`src/rtl/rr_mux_arbiter.sv`:
```
// Round-robin owner arbiter for a shared W-bit datapath port.
// Holds the grant while the owner requests, with optional forced release.
module rr_mux_arbiter #(
  parameter int N       = 4,
  parameter int SW      = 2,
  parameter int W       = 32,
  parameter int MAXHOLD = 8
) (
  input  logic           clk,
  input  logic           reset,
  input  logic [N-1:0]   req,
  input  logic [N*W-1:0] d_in,
  output logic [N-1:0]   grant,
  output logic [SW-1:0]  sel,
  output logic           busy,
  output logic           timeout,
  output logic [W-1:0]   d_out
);

  localparam int CW = (MAXHOLD > 0) ?
    $clog2(MAXHOLD + 1) : 1;
  localparam logic [CW-1:0] CMAX = CW'(MAXHOLD);
  localparam logic [SW-1:0] LAST = SW'(N - 1);
  localparam bit TO_EN = (MAXHOLD != 0);

  typedef enum logic {IDLE, GRANT} state_t;

  state_t          state_q;
  state_t          state_d;
  logic [SW-1:0]   ptr_q;
  logic [SW-1:0]   ptr_d;
  logic [CW-1:0]   cnt_q;
  logic [CW-1:0]   cnt_d;
  logic [N-1:0]    grant_d;
  logic [SW-1:0]   sel_d;
  logic            busy_d;
  logic            timeout_d;
  logic            pick_vld;
  logic [SW-1:0]   pick_idx;
  logic            own_req;
  logic            hold_hit;
  logic            cnt_sat;
  logic [W-1:0]    slice [N];

  for (genvar g = 0; g < N; g++) begin : g_slice
    assign slice[g] = d_in[g*W +: W];
  end

  // first set request scanning upward from ptr, wrapping at N
  always_comb begin
    int            j;
    logic [SW-1:0] jj;
    pick_vld = 1'b0;
    pick_idx = '0;
    j        = 0;
    jj       = '0;
    for (int i = 0; i < N; i++) begin
      j = int'(ptr_q) + i;
      if (j >= N) j = j - N;
      jj = SW'(j);
      if (!pick_vld && req[jj]) begin
        pick_vld = 1'b1;
        pick_idx = jj;
      end
    end
  end

  assign own_req  = req[sel];
  assign hold_hit = TO_EN && (cnt_q == CMAX);
  assign cnt_sat  = &cnt_q;

  always_ff @(posedge clk or posedge reset) begin
    if (reset) begin
      state_q <= IDLE;
      ptr_q   <= '0;
      cnt_q   <= '0;
      grant   <= '0;
      sel     <= '0;
      busy    <= 1'b0;
      timeout <= 1'b0;
    end else begin
      state_q <= state_d;
      ptr_q   <= ptr_d;
      cnt_q   <= cnt_d;
      grant   <= grant_d;
      sel     <= sel_d;
      busy    <= busy_d;
      timeout <= timeout_d;
    end
  end

  always_comb begin
    state_d = state_q;
    unique case (state_q)
      IDLE: begin
        if (pick_vld) state_d = GRANT;
      end
      GRANT: begin
        if (!own_req || hold_hit)
          state_d = IDLE;
      end
    endcase
  end

  always_comb begin
    grant_d   = grant;
    sel_d     = sel;
    busy_d    = busy;
    timeout_d = 1'b0;
    ptr_d     = ptr_q;
    cnt_d     = cnt_q;
    unique case (state_q)
      IDLE: begin
        grant_d = '0;
        sel_d   = '0;
        busy_d  = 1'b0;
        cnt_d   = '0;
        if (pick_vld) begin
          grant_d[pick_idx] = 1'b1;
          sel_d  = pick_idx;
          busy_d = 1'b1;
          cnt_d  = CW'(1);
        end
      end
      GRANT: begin
        unique case (1'b1)
          (!own_req),
          (own_req && hold_hit): begin
            grant_d   = '0;
            sel_d     = '0;
            busy_d    = 1'b0;
            cnt_d     = '0;
            timeout_d = own_req;
            // released owner drops to lowest priority
            ptr_d = (sel == LAST) ? '0 :
                    sel + SW'(1);
          end
          (own_req && !hold_hit): begin
            if (!cnt_sat)
              cnt_d = cnt_q + CW'(1);
          end
        endcase
      end
    endcase
  end

  always_comb begin
    d_out = '0;
    if (busy) d_out = slice[sel];
  end

  a_onehot: assert property (
    @(posedge clk) disable iff (reset)
    $onehot0(grant));

  a_busy: assert property (
    @(posedge clk) disable iff (reset)
    busy == (|grant));

  a_pulse: assert property (
    @(posedge clk) disable iff (reset)
    timeout |=> !timeout);

  a_sel: assert property (
    @(posedge clk) disable iff (reset)
    sel <= LAST);

endmodule

```
`config.mk`:
```
export PLATFORM = sky130hd
export DESIGN_NAME = rr_mux_arbiter
export DESIGN_NICKNAME = d
export VERILOG_FILES = /design/src/rtl/rr_mux_arbiter.sv
export SDC_FILE = /design/constraint.sdc
export NUM_CORES = 1
export LEC_CHECK = 0
export ABC_AREA = 1
export CORE_MARGIN = 5
export CORE_UTILIZATION = 40
export DETAILED_ROUTE_END_ITERATION = 7
export DONT_BUFFER_PORTS = 1
export GPL_ROUTABILITY_DRIVEN = 0
export PLACE_DENSITY = 0.64
export REMOVE_ABC_BUFFERS = 1
export SYNTH_ARGS = -nofsm -noshare
export SYNTH_HDL_FRONTEND = slang
export SYNTH_SLANG_ARGS = --single-unit
```
`constraint.sdc`:
```
create_clock -name clk -period 3 [get_ports clk]
set_input_delay 0.3 -clock clk [delete_from_list [all_inputs] [get_ports clk]]
set_output_delay 0.3 -clock clk [all_outputs]
set_load 0.1 [all_outputs]
```
Word-level counts from Yosys, hierarchy flattened:

Cells that the tools add are included.

* bits in registers: 15
* bits of input ports: 134
* output and inout port bits: 40
* logic and storage cells: 95

* $add $sub $neg: 9
* order comparisons: 12
* eq/ne operators: 4
* muxes and demuxes: 46
* bitwise logic cells: 2
* reduce and logical (&&, ||, !) cells: 15

Operators by type and width (number)
* 32-bit 2-to-1 mux: 3
* 32-bit binary-select mux with 2-bit select: 1
* 4-bit one-hot mux with 2 select lines: 3
* 2-bit 2-to-1 mux: 11
* 2-bit by 3-bit less-than comparator with 1-bit output, second input constant: 6
* 1-bit 2-to-1 mux: 16
* 3-bit >= comparator, second input constant: 4
* 4-bit 2-to-1 mux: 3
* 1-bit binary-select mux with 2-bit select: 5
* 2-bit by 1-bit subtractor with 2-bit output, second input constant: 4
* 2-bit by 2-bit adder with 3-bit output, second input constant: 2
* 1-bit logical AND: 6
* 1-bit logical NOT: 5
* 4-bit by 1-bit adder with 4-bit output, second input constant: 1
* 4-bit equality test, second input constant: 1
* 1-bit one-hot mux with 2 select lines: 2
* 2-bit one-hot mux with 2 select lines: 1
* 4-bit AND reduction: 1
* 2-bit by 1-bit adder with 3-bit output, second input constant: 1
* 2-bit by 3-bit >= comparator with 1-bit output, second input constant: 1
* 3-bit inequality test, second input constant: 1
* 2-bit NOT with 3-bit output: 1
* 2-bit by 1-bit adder with 2-bit output, second input constant: 1
* 1-bit demux with 2-bit select: 1
* other kinds (7): 7

Logic depth before layout (Yosys ltp):

Gate-level depths: netlist of the first run.

* depth after elaboration: 20
* mapped depth: 11
* depth with buffers taken out: 11

Worst setup path after synthesis of the first run:

Ideal clock, no wire load.

* kind: register to output
* start: register sel[0]
* end: output port d_out[15]
* arrival time: 3.274 ns
* data required time: 2.700 ns
* setup slack: -0.574 ns
* stages on the path, launching flop included: 8
* buffers on the path: 3
* cells stage by stage: dfrtp_1 buf_2 buf_2 buf_2 nor2_1 nor2_1 o21ai_0 a21oi_1

* word-level cells in the longest chain between the ends: 5

Ends and longest elaborated chain
* start: declaration: line 14 `output logic [SW-1:0] sel,`
* start signal: assignment: line 86 `sel <= sel_d;`
* 2-bit NOT with 3-bit output (not written as such): line 149 `if (busy) d_out = slice[sel];`
* 32-bit binary-select mux with 2-bit select: line 149
* 32-bit 2-to-1 mux (not written as such) (2 in a row): line 149
* 32-bit 2-to-1 mux: line 149
* end: declaration: line 17 `output logic [W-1:0] d_out`

Every way passes these cells. The select of a mux whose other input is x is not followed.

Worst setup path in the final report of the first run:

* start: register sel[1]
* end: output port d_out[27]

The elaborated chain is that of the path after synthesis.

==> results of run 1 <==
[routing by layer]
layer	GRT usage, %	vias to the layer above
li1	-	1301
met1	29.1	1211
met2	42.5	119
met3	4.71	8
met4	4.98	0
met5	0	-
[area by class of cell]
class	count	share of cell area, %
Multi-Input combinational cell	332	56.2
Timing Repair Buffer	37	23.5
Sequential cell	15	13.2
Tap cell	70	3.03
Inverter	20	2.60
Clock buffer	4	1.56
[worst max path at each step]
stage,start,end,slack (ns),cells after the start
6_report,sel[1],d_out[27],0.59,5
5_1_grt,sel[1],d_out[27],0.47,5
4_1_cts,sel[1],d_out[10],0.60,5
3_5_place_dp,sel[1],grant[1],0.87,8
3_3_place_gp,sel[1],d_out[10],0.91,5
2_1_floorplan,sel[0],d_out[0],-1.51,3
[kinds of logic (layout without fill, tap and decap cells)]
family	Yosys count	count (layout)	share of synthesized area, %
simple gates	215	215	42.3
compound gates	114	114	28.5
buf+inv	46	61	9.26
flops	15	15	18.1
fa+ha+maj	3	3	1.82
[flip-flops by register name (all words and copies together), names as in the netlist]
name and count:
state_q 1, ptr_q 2, timeout 1, sel 2, cnt_q 4, busy 1, grant 4
[worst reg2reg max path, delay by kind of cell (launching register included)]
family / cells / cell delay [ns]
buffers and inverters: 2 / 0.60
AO/OA/AOI/OAI: 3 / 0.33
flip-flops: 1 / 0.69
AND/OR/NAND/NOR: 3 / 0.48
[layout by cell type, fill, tap and decap left out, drive strengths merged]
| cell type | instances |
|---|---|
| nor2 | 144 |
| o21ai | 71 |
| nand2 | 56 |
| a21oi | 38 |
| buf | 37 |
| inv | 20 |
| dfrtp | 15 |
| nand3 | 11 |
| clkbuf | 4 |
| ha | 3 |
| nand3b | 2 |
| o21bai | 2 |
| a22oi | 1 |
| nor3 | 1 |
| o31ai | 1 |
| nand4 | 1 |
| o22ai | 1 |
[metrics by stage]
step / util (%) / hold WS (ns) / worst slack [ns] / cells
after floorplan: - / 0.201 / -1.51 / 367
after global placement: 56.0 / 0.267 / 0.906 / 474
after detailed placement: 56.0 / 0.278 / 0.868 / 474
after CTS: 56.9 / 0.0114 / 0.597 / 478
after global routing: 56.9 / 0.0472 / 0.467 / 478
final: 56.9 / -0.00546 / 0.594 / 478
==> results.cfg, run 1 <==
[yosys]
synth_seq_cells = 15
syn_area_per_cell_um2 = 5.26
synth_cell_types = 25
async_flop_share_pct = 100
yosysMostFrequentCell = nor2_1
synthTopCellsByCount = nor2_1, o21ai_0, nand2_1, a21oi_1
yosysTopAreaCell = nor2_1
yosysSeqAreaShare_pct = 18.1
ys_top_cells_by_area = nor2_1, dfrtp_1, o21ai_0
yosysTopAreaCellShare_pct = 25.6
syn_area_mm2 = 0.00207
ys_warn_count = 0
netlist_instances = 393
synthFlopType = dfrtp_1
synth_enable_flop_cells = 0

[final_layout]
stdcell_area_mm2 = 0.00289
fin_nets = 546
diodes = 0
register_area_um2 = 380
nFillCells = 489
multi_input_area_mm2 = 0.00162
syn_to_final_growth_pct = 39.6
drive_gt1_share_pct = 23.0

[global_routing]
grt_max_degree = 72
grt_overflow_total = 0
antenna_found_initial = 0
grt_pass1_wl_um = 12500
grt_usage_pct = 23.7
grt_pass1_vias = 2548

[worst_setup_path]
ff2ff_setup_slack_ns = 0.82
cp_max_fo = 34
crit_path_start_kind = register
slowest_stage = dfrtp_2
critPathBufInv = 2
r2r_start = sel[1]
timing_worst_setup_path_type = reg -> out
path_cells = inv_2, nor2_1, o21ai_0, a21oi_2, buf_12
reg2regPathDepth = 8
endpoint_kind = output pin
crit_arrival_ns = 2.11
r2r_end = grant[3]
cp.required_ns = 2.70
cp_slowest_stage_delay_ns = 0.69
critical-path-top-delay-family = flip-flops

[floorplanning]
coreArea_mm2 = 0.00507
die-area_mm2 = 0.00671
die_h_um = 81.9
fp.dieW_um = 81.9
start_util_pct = 40.8
ios = 174
rows = 26

[placement]
place_hpwl_um = 6410
io_buffer_count = 0
dpl_cell_area_mm2 = 0.00284

[routing]
wl_met3_um = 552
wl_per_cell_um = 16.6
top_layer_used = met4
vias = 2639
dr_wl_met2_um = 4150
firstDrtPassIters = 6
wl_um = 7910
wl_met1_um = 3120
drtIter0Drc = 173
postRouteAntennaNets = 0
via_per_inst = 5.52
route.detailed.drc = 0

[timing]
max_slew.worst_pin.slew_ns = 0.948
relSlewSlack_pct = 36.8
fmax_mhz = 416
rsz0062_at_grt = false
drv_slew = 0
hold_viol = 7
setup_violations = 0
fin_tns_setup_ns = 0
fin_crit_sh_pct = 80.2
finalHoldWorstSlack_ns = -0.00546
layout_min_cycle_time_ns = 2.41
skew_ns = 0.00370

[run_status]
status = finished with violations
violations = hold timing

[clock_network]
ctsHoldBuffers = 0
postCtsSetupRepairBufs = 0
clock_sinks = 15
clk_latency_ns = 0.25
cts.clk_slew.worst_paths_ns = 0.06
cts-resized-gates = 0
cts_made_buffers = 3
root_buffer = clkbuf_8
htree_levels = 1
ctsLongestPathBuffers = 2
cts_tree = done

[flow_run]
maxCapViolCount = 0

[worst_hold_path]
worstHoldPathType = in -> async
Power of run 1 is left out: the tool's default activity adds up to more than one toggle a clock period on the data nets, which glitch-free logic cannot reach.
==> run 2: changes to the inputs <==
--- a/config.mk
+++ b/config.mk
@@ -11,7 +11,7 @@
 export DETAILED_ROUTE_END_ITERATION = 7
 export DONT_BUFFER_PORTS = 1
 export GPL_ROUTABILITY_DRIVEN = 0
-export PLACE_DENSITY = 0.64
+export PLACE_DENSITY = 0.66
 export REMOVE_ABC_BUFFERS = 1
 export SYNTH_ARGS = -nofsm -noshare
 export SYNTH_HDL_FRONTEND = slang
==> constraint.sdc (replaced) <==
create_clock -name clk -period 1.9 [get_ports clk]
set_input_delay 0.19 -clock clk [delete_from_list [all_inputs] [get_ports clk]]
set_output_delay 0.19 -clock clk [all_outputs]
set_load 0.1 [all_outputs]
==> results.cfg, run 2 (synthesis gave the netlist of run 1 again) <==
[timing]
relSlewSlack_pct = 62.7
fmax_mhz = 522
finalHoldWorstSlack_ns = 0.254
layout_min_cycle_time_ns = 1.91
fin_tns_setup_ns = -0.0252
rsz0062_at_grt = true
fin_crit_sh_pct = 101
hold_viol = 0
skew_ns = 0.00104
setup_violations = 3
drv_slew = 0
max_slew.worst_pin.slew_ns = 0.559
setup_slack_ns = -0.0140

[floorplanning]
rows = 26
die_h_um = 81.9
die-area_mm2 = 0.00671
start_util_pct = 40.8
fp.dieW_um = 81.9
coreArea_mm2 = 0.00507
ios = 174

[routing]
postRouteAntennaNets = 0
drtIter0Drc = 159
vias = 2940
route.detailed.drc = 0
via_per_inst = 5.76
wl_per_cell_um = 18.9
wl_um = 9650
firstDrtPassIters = 5

[final_layout]
finalNonFillerCells = 510
top_regs = cnt_q x4, grant x4
final_common_cell = nor2_1
mostFrequentLayoutCells = nor2_1, o21ai_1, nand2_1
stdcell_area_mm2 = 0.00346
diodes = 0
fin_nets = 578
drive_gt1_share_pct = 31.4
syn_to_final_growth_pct = 67.1
nFillCells = 442

[clock_network]
htree_levels = 1
clk_latency_ns = 0.25
cts.clk_slew.worst_paths_ns = 0.06
cts_made_buffers = 3
cts_tree = done
clock_sinks = 15
ctsLongestPathBuffers = 2
root_buffer = clkbuf_8

[global_routing]
grt_pass1_vias = 2825
grt_overflow_total = 0
antenna_found_initial = 0
grt_usage_pct = 25.7
grt_pass1_wl_um = 13500
grt_max_degree = 32

[worst_setup_path]
critPathBufInv = 4
critical-path-top-delay-family = buffers and inverters
cpMostUsedCell = buf_12
crit_path_start_kind = register
timing_worst_setup_path_type = reg -> out
crit_arrival_ns = 1.72
cp_slowest_stage_delay_ns = 0.53
endpoint_kind = output pin
cp_max_fo = 16
cp.required_ns = 1.71
slowest_stage = dfrtp_4
path_cells = clkinvlp_4, buf_12, buf_16, o21ai_0, a21oi_2, buf_12

[placement]
io_buffer_count = 0
place_inst = 486
dpl_cell_area_mm2 = 0.00297
place_hpwl_um = 6700

[run_status]
violations = setup timing
status = finished with violations

[worst_hold_path]
worstHoldPathType = in -> reg

[flow_run]
maxCapViolCount = 0
-- run 2: changes by cell type in the layout (fill, tap and decap cells not counted), moves of 2 or more --
cell	before	now
o21ai_2	0	7
buf_12	32	39
buf_4	5	15
clkbuf_16	0	6
buf_16	0	3
o21ai_1	6	54
nor2_1	141	139
o21ai_0	65	10
buf_6	0	4
-- run 2: cell type report --
class / count / area [um2] / share of cell area (%)
Multi-Input combinational cell: 332 / 1660 / 48.1
Timing Repair Buffer: 69 / 1200 / 34.6
Sequential cell: 15 / 382 / 11.0
Tap cell: 70 / 87.6 / 2.53
Inverter: 20 / 81.3 / 2.35
Clock buffer: 3 / 41.3 / 1.19
Clock inverter: 1 / 5.00 / 0.145
-- run 2: metal layers --
layer  GRT usage [%]  share of wire [%]  vias to the layer above
met1            29.1                 35                     1315
met4            12.3                5.7                        0
met3            5.70                 10                       48
li1                -                  -                     1379
met5               0                  0                        -
met2            45.2                 48                      198
-- run 2: path summary, 6_finish.rpt --
path	from	end	slack (ns)	cells after the start
max in group asynchronous	reset	sel[0]	1.05	2
min in group asynchronous	reset	grant[0]	0.43	2
worst min register to register	grant[0]	grant[0]	0.49	2
worst max-delay path	sel[0]	d_out[31]	-0.01	6
worst min-delay path	req[2]	timeout	0.25	4
worst max register to register	sel[0]	grant[1]	0.14	8
-- run 2: per-stage QoR --
step                setup slack [ns]  util, %
floorplan                      -2.50        -
global placement               0.230     58.5
detailed placement             0.158     58.5
CTS                         0.000757     61.6
global route                 -0.0674     68.1
finish                       -0.0140     68.1
-- run 2: what timing repair did --
| item | 4_1_cts | 5_1_grt |
|---|---|---|
| gates resized for setup | 5 | 71 |
| endpoints found under the setup margin | 28 | 39 |
| setup buffers | 0 | 8 |
| pin swaps | 2 | 29 |
| hold buffers | 1 | 0 |
| gates cloned | 3 | 8 |
| hold endpoints to repair | 15 | 0 |
-- run 2: worst register-to-register path: cells and delay by family, from the launching register on --
| kind | cells | cell delay, ns |
|---|---|---|
| AO/OA/AOI/OAI | 2 | 0.32 |
| buffers and inverters | 3 | 0.42 |
| flip-flops | 1 | 0.53 |
| AND/OR/NAND/NOR | 3 | 0.42 |
Power of run 2 is left out for the same reason.
==> run 3: changes to the inputs <==
--- a/config.mk
+++ b/config.mk
@@ -13,6 +13,7 @@
 export GPL_ROUTABILITY_DRIVEN = 0
 export PLACE_DENSITY = 0.66
 export REMOVE_ABC_BUFFERS = 1
+export SKIP_CTS_REPAIR_TIMING = 1
 export SYNTH_ARGS = -nofsm -noshare
 export SYNTH_HDL_FRONTEND = slang
 export SYNTH_SLANG_ARGS = --single-unit
==> results.cfg, run 3 (synthesis gave the netlist of run 1 again) <==
[worst_setup_path]
crit_path_start_kind = register
crit_arrival_ns = 1.71
ff2ff_setup_slack_ns = 0.13
timing_worst_setup_path_type = reg -> out
cp_max_fo = 13
r2r_end = grant[1]
cp.required_ns = 1.71
reg2regPathDepth = 8
r2r_start = sel[0]
endpoint_kind = output pin

[floorplanning]
rows = 26
die_h_um = 81.9
fp.dieW_um = 81.9
die-area_mm2 = 0.00671
coreArea_mm2 = 0.00507
ios = 174
start_util_pct = 40.8

[clock_network]
cts_made_buffers = 3
ctsLongestPathBuffers = 2
clk_latency_ns = 0.25
clock_sinks = 15
cts.clk_slew.worst_paths_ns = 0.06
htree_levels = 1
root_buffer = clkbuf_8
cts_tree = done

[global_routing]
grt_busiest_layer = met2
grt_pass1_wl_um = 12700
met3_usage_pct = 6.36
grt_usage_pct = 24.0
grtUsageMet2_pct = 42.3
grt_pass1_vias = 2729
grt_overflow_total = 0
antenna_found_initial = 0
grt_max_degree = 63
use_met1_pct = 26.3

[final_layout]
nFillCells = 466
stdcell_area_mm2 = 0.00327
multi_input_area_mm2 = 0.00165
register_area_um2 = 382
diodes = 0
fin_nets = 571
top_regs = cnt_q x4, grant x4
finalNonFillerCells = 503
syn_to_final_growth_pct = 58.0
drive_gt1_share_pct = 29.1
mostFrequentLayoutCells = nor2_1, o21ai_1, nand2_1
final_common_cell = nor2_1

[timing]
layout_min_cycle_time_ns = 1.90
finalHoldWorstSlack_ns = 0.250
relSlewSlack_pct = 62.6
rsz0062_at_grt = true
fin_crit_sh_pct = 99.8
skew_ns = 0.00154
setup_violations = 0
fmax_mhz = 528
max_slew.worst_pin.slew_ns = 0.560
drv_slew = 0
hold_viol = 0

[worst_hold_path]
min-delay-start = req[2]
worstHoldPathType = in -> reg
holdPathEnd = timeout
hold_depth = 4

[placement]
dpl_cell_area_mm2 = 0.00297
place_inst = 486
place_hpwl_um = 6700
io_buffer_count = 0

[routing]
drtIter0Drc = 145
vias = 2834
postRouteAntennaNets = 0
via_per_inst = 5.63
wl_per_cell_um = 18.0
wl_um = 9040
firstDrtPassIters = 7
route.detailed.drc = 0

[flow_run]
maxCapViolCount = 0

[run_status]
status = finished, final reports clean
[run 3: how the worst max path moves through the flow]
stage	cells past startpoint	slack, ns	from	end
after floorplan	3	-2.50	sel[0]	d_out[0]
after global placement	10	0.23	ptr_q[0]	grant[0]
after detailed placement	10	0.16	ptr_q[0]	grant[0]
after CTS	7	-0.09	sel[0]	d_out[25]
after global routing	7	-0.06	sel[0]	d_out[27]
final	7	0.005	sel[0]	d_out[20]
[run 3: per-layer routing]
metal / up-vias / wire [um]
met5: - / 0
met4: 0 / 399
met3: 32 / 920
met2: 164 / 4490
met1: 1276 / 3230
li1: 1362 / -
[run 3: cell type report]
cell class	count	share of cell area, %
Tap cell	70	2.68
Clock inverter	1	0.153
Sequential cell	15	11.7
Inverter	20	2.49
Timing Repair Buffer	62	31.3
Clock buffer	3	1.26
Multi-Input combinational cell	332	50.4
[run 3: critical path: stages, from the launching register on]
cell       delay (ns)
dfrtp_4          0.48
buf_4            0.15
clkbuf_16        0.16
nor2_1           0.05
nor2_1           0.10
o21ai_0          0.12
a21oi_2          0.19
buf_12           0.19
[run 3: metrics by stage]
step           worst slack (ns)  util, %  TNS (ns)
6_report                0.00457     64.4         0
5_1_grt                 -0.0578     64.4    -0.773
4_1_cts                 -0.0886     59.4    -0.869
3_5_place_dp              0.158     58.5         0
3_3_place_gp              0.230     58.5         0
2_1_floorplan             -2.50        -    -94.96
Power of run 3 is left out for the same reason.
